[config.mk]
export PLATFORM = sky130hd
export DESIGN_NAME = frame_writer
export DESIGN_NICKNAME = d
export VERILOG_FILES = /design/src/rtl/frame_writer.sv
export SDC_FILE = /design/constraint.sdc
export NUM_CORES = 1
export LEC_CHECK = 0
export ABC_AREA = 1
export CAP_MARGIN = 10
export CORE_UTILIZATION = 45
export CTS_CLUSTER_DIAMETER = 200
export DETAILED_ROUTE_END_ITERATION = 7
export PLACE_DENSITY = 0.75
export SLEW_MARGIN = 20
export SYNTH_ARGS = -nofsm -noshare
export SYNTH_HDL_FRONTEND = slang
export SYNTH_SLANG_ARGS = --single-unit
[constraint.sdc]
create_clock -name clk -period 2.2 [get_ports clk]
set_input_delay 0.22 -clock clk [delete_from_list [all_inputs] [get_ports clk]]
set_output_delay 0.22 -clock clk [all_outputs]
set_load 0.02 [all_outputs]
[src/rtl/frame_writer.sv]
// rtl/frame_writer.sv - double-buffered frame writer: streams one frame into the back bank, swaps banks on vsync
module frame_writer #(
    parameter int ADDR_W      = 14,
    parameter int DATA_W      = 16,
    parameter int FRAME_WORDS = 16384
) (
    input  logic              clk,
    input  logic              rst,
    input  logic              in_valid,
    input  logic [DATA_W-1:0] in_data,
    input  logic              in_sof,
    output logic              in_ready,
    input  logic              port_busy,
    input  logic              frame_sync,
    output logic              mem_enable,
    output logic              mem_write_enable,
    output logic [ADDR_W:0]   mem_address,
    output logic [DATA_W-1:0] mem_data,
    output logic              display_bank,
    output logic              frame_done,
    output logic              sof_error
);

    typedef enum logic [1:0] {IDLE, WRITE, WAIT_SWAP} state_t;

    localparam logic [ADDR_W-1:0] LAST_WORD = ADDR_W'(FRAME_WORDS - 1);

    state_t              state_q, state_d;
    logic [ADDR_W-1:0]   wptr_q, wptr_d;
    logic                bank_q, bank_d;
    logic                wr_q, wr_d;
    logic [ADDR_W:0]     addr_q, addr_d;
    logic [DATA_W-1:0]   data_q, data_d;
    logic                done_q, done_d;
    logic                err_q, err_d;

    logic                accept;
    logic [ADDR_W-1:0]   wr_idx;

    assign in_ready = (state_q != WAIT_SWAP) && !port_busy;
    assign accept   = in_valid && in_ready;
    // A start-of-frame beat always lands on word 0, restarting any partial frame.
    assign wr_idx   = in_sof ? '0 : wptr_q;

    always_comb begin
        state_d = state_q;
        wptr_d  = wptr_q;
        bank_d  = bank_q;
        wr_d    = 1'b0;
        addr_d  = '0;
        data_d  = '0;
        done_d  = 1'b0;
        err_d   = 1'b0;
        case (state_q)
            IDLE, WRITE: begin
                // In IDLE, beats without sof are consumed and dropped.
                if (accept && (in_sof || state_q == WRITE)) begin
                    wr_d   = 1'b1;
                    addr_d = {~bank_q, wr_idx};
                    data_d = in_data;
                    err_d  = (state_q == WRITE) && in_sof;
                    if (wr_idx == LAST_WORD) begin
                        wptr_d  = '0;
                        done_d  = 1'b1;
                        state_d = WAIT_SWAP;
                    end else begin
                        wptr_d  = wr_idx + 1'b1;
                        state_d = WRITE;
                    end
                end
            end
            WAIT_SWAP: begin
                if (frame_sync) begin
                    bank_d  = ~bank_q;
                    state_d = IDLE;
                end
            end
            default: state_d = IDLE;
        endcase
    end

    always_ff @(posedge clk or negedge rst) begin
        if (!rst) begin
            state_q <= IDLE;
            wptr_q  <= '0;
            bank_q  <= 1'b0;
            wr_q    <= 1'b0;
            addr_q  <= '0;
            data_q  <= '0;
            done_q  <= 1'b0;
            err_q   <= 1'b0;
        end else begin
            state_q <= state_d;
            wptr_q  <= wptr_d;
            bank_q  <= bank_d;
            wr_q    <= wr_d;
            addr_q  <= addr_d;
            data_q  <= data_d;
            done_q  <= done_d;
            err_q   <= err_d;
        end
    end

    assign mem_enable       = wr_q;
    assign mem_write_enable = wr_q;
    assign mem_address      = addr_q;
    assign mem_data         = data_q;
    assign display_bank     = bank_q;
    assign frame_done       = done_q;
    assign sof_error        = err_q;

endmodule
==> results.json <==
{
  "h-tree-depth": 2,
  "gp_congestion": 0.870,
  "grt_setup_unrepaired": "false",
  "antenna_found_initial": 0,
  "grt.total_usage_pct": 19.1,
  "start_kind": "register",
  "synth_cells": 256,
  "pin_count": 59,
  "vias": 1825,
  "clock.fmax_ghz": 0.541,
  "synth_area_mm2": 0.00228,
  "layout-drive-gt1-share_pct": 10.4,
  "timing.slew.headroom_pct": 76.9,
  "cp.arrival_ns": 1.63,
  "num-fill-cells": 413,
  "finalCritPeriodShare_pct": 83.9,
  "cts.repair.resized": 0,
  "vdd_drop_max_uv": 340,
  "fin_skew_ns": 0.00436,
  "avgSynthCellArea_um2": 8.90,
  "fin_crit_ns": 1.85,
  "worstSkewPairLatency_ns": 0.31,
  "status": "complete, no violations",
  "dp_hpwl_mm": 3.25,
  "holdCritPathClass": "primary input to register",
  "endpoint_kind": "primary output",
  "p_per_area_mw_per_mm2": 614,
  "start_util_pct": 47.6,
  "dieArea_mm2": 0.00535,
  "drc": 0,
  "final_cells": 385,
  "power.total_mw": 1.86,
  "maxCapViolations": 0,
  "numCtsBuffers": 5,
  "maxSlewViolCount": 0,
  "num_rows": 25,
  "cts.reportedPaths.clkPinSlew_ns": 0.09,
  "cp.required_ns": 1.98,
  "crit_fanout": 4,
  "wl_per_cell_um": 12.1,
  "grt_pass1_vias": 1718,
  "insertedDiodeCount": 0,
  "cts_sinks": 51,
  "die_x_um": 73.2,
  "seqCellArea_mm2": 0.00128,
  "port_buffers": 58,
  "hold_slack_ns": 0.421,
  "cts-root-buf": "clkbuf_8",
  "core_area_mm2": 0.00479,
  "nets": 341,
  "hold_viol": 0,
  "grt_pass1_wl_mm": 7.66,
  "cp_slowest_cell": "clkdlybuf4s50_1",
  "utilization_pct": 63.2,
  "tns_ns": 0,
  "setup_viol": 0,
  "grt_overflow_total": 0,
  "grt_max_degree": 52,
  "p_leak_nw": 1.43,
  "syn2layout_area_growth_pct": 32.8,
  "multi_input_area_um2": 748,
  "wirelength_mm": 4.64,
  "die_h_um": 73.2,
  "ys_ff_latch": 51,
  "ys_types": 28,
  "max_stage_delay_ns": 0.60,
  "tritoncts": "yes",
  "routed_via_density": 4.74,
  "path_cells": "inv_2 > nand2_1 > inv_1 > nor2_1 > clkdlybuf4s50_1",
  "worst_slew_pin_slew_ns": 0.346,
  "drt.antenna.violating_nets": 0,
  "syn_nets": 279,
  "dpl.cell_count": 377,
  "dr.pass1.iters": 4,
  "cts_buffer_depth": 2,
  "critical_path_class": "register to primary output",
  "drtIter0Drc": 83,
  "yosysWarnings": 0,
  "seq_area_frac_synth_pct": 56.0
}
[registers in the layout, summed over array words and instances (netlist names)]
register      flops
sof_error         1
state_q           2
frame_done        1
mem_enable        1
display_bank      1
mem_data         16
wptr_q           14
mem_address      15
[report_power, final]
part           switching [mW]  internal (mW)
combinational           0.127          0.104
sequential             0.0228          0.970
clock                   0.300          0.332
[metal layers]
metal	part of all wire [%]	up-vias	wire length, um	GRT usage, %
met3	7.0	6	323	4.97
met4	1.4	0	67	7.19
met1	46	843	2130	23.9
li1	-	912	-	-
met5	0	-	0	0
met2	46	64	2120	31.6
[synthesized netlist by cell type]
cell type,instances,area [um^2]
dfrtp_1,51,1280
nor2_2,4,25.0
buf_4,1,7.51
nand2_1,46,173
nor2_4,2,22.5
buf_2,3,15.0
inv_2,3,11.3
o21ai_1,6,30.0
nor3_1,2,10.0
nand3_1,20,100
nand2_2,4,25.0
inv_6,1,8.76
nand3b_1,1,7.51
nand3_2,1,10.0
buf_12,1,20.0
nor2_1,45,169
xor2_1,2,17.5
a21oi_1,2,10.0
inv_1,36,135
nand3b_2,1,11.3
nand2_4,1,11.3
buf_6,5,56.3
o21ai_0,7,35.0
ha_1,1,12.5
nor3_2,1,10.0
o31ai_1,1,7.51
nand4_1,7,43.8
nand3_4,1,17.5
[kinds of logic after synthesis]
| logic type | after synthesis | share of synthesized area [%] |
|---|---|---|
| xor+xnor | 2 | 0.769 |
| compound gates | 16 | 3.62 |
| simple gates | 136 | 27.9 |
| fa+ha+maj | 1 | 0.549 |
| buf+inv | 50 | 11.1 |
| flops | 51 | 56.0 |
[critical path, delay by kind of cell, from the launching register on]
family,cells,cell delay (ns)
and+or+nand+nor,2,0.18
DFF,1,0.43
buffers and inverters,3,0.70
[timing repair]
action,in CTS,in global routing
hold buffers,1,0
endpoints found under the hold margin,51,0
endpoints found under the setup margin,0,0
setup buffers,0,0
[per-stage QoR]
stage | setup slack (ns) | cell area [um^2]
4_1_cts | 0.351 | 3030
3_3_place_gp | 0.221 | 2910
3_5_place_dp | 0.178 | 2910
6_report | 0.353 | 3030
2_1_floorplan | 0.570 | 2280
5_1_grt | 0.247 | 3030
[placed cells by master (no fill, tap or decap), types with 3 or more instances in the layout]
cell and instances:
clkdlybuf4s50_1 57, dfrtp_1 51, nand2_1 46, nor2_1 45, inv_1 36, nand3_1 20
o21ai_0 7, nand4_1 7, o21ai_1 6, clkbuf_8 5, nand2_2 4, nor2_2 4
buf_4 4, inv_2 3
[final cells by class]
class / count / share of cell area [%]
Clock buffer: 5 / 2.27
Sequential cell: 51 / 42.2
Multi-Input combinational cell: 155 / 24.7
Timing Repair Buffer: 65 / 21.7
Clock inverter: 2 / 1.24
Tap cell: 67 / 2.77
Inverter: 40 / 5.13
[final timing paths]
kind                              startpoint         endpoint  slack, ns  cells past startpoint
worst max-delay path              state_q[0]         in_ready       0.35                      5
worst min-delay path             in_data[13]     mem_data[13]       0.42                      3
worst max register to register     wptr_q[1]       wptr_q[11]       0.56                     10
worst min register to register  display_bank  mem_address[14]       0.49                      1
max in group asynchronous                rst      mem_data[7]       1.54                      3
min in group asynchronous                rst     mem_data[13]       0.44                      3
Note: power is estimated with default switching activity, not from simulation.
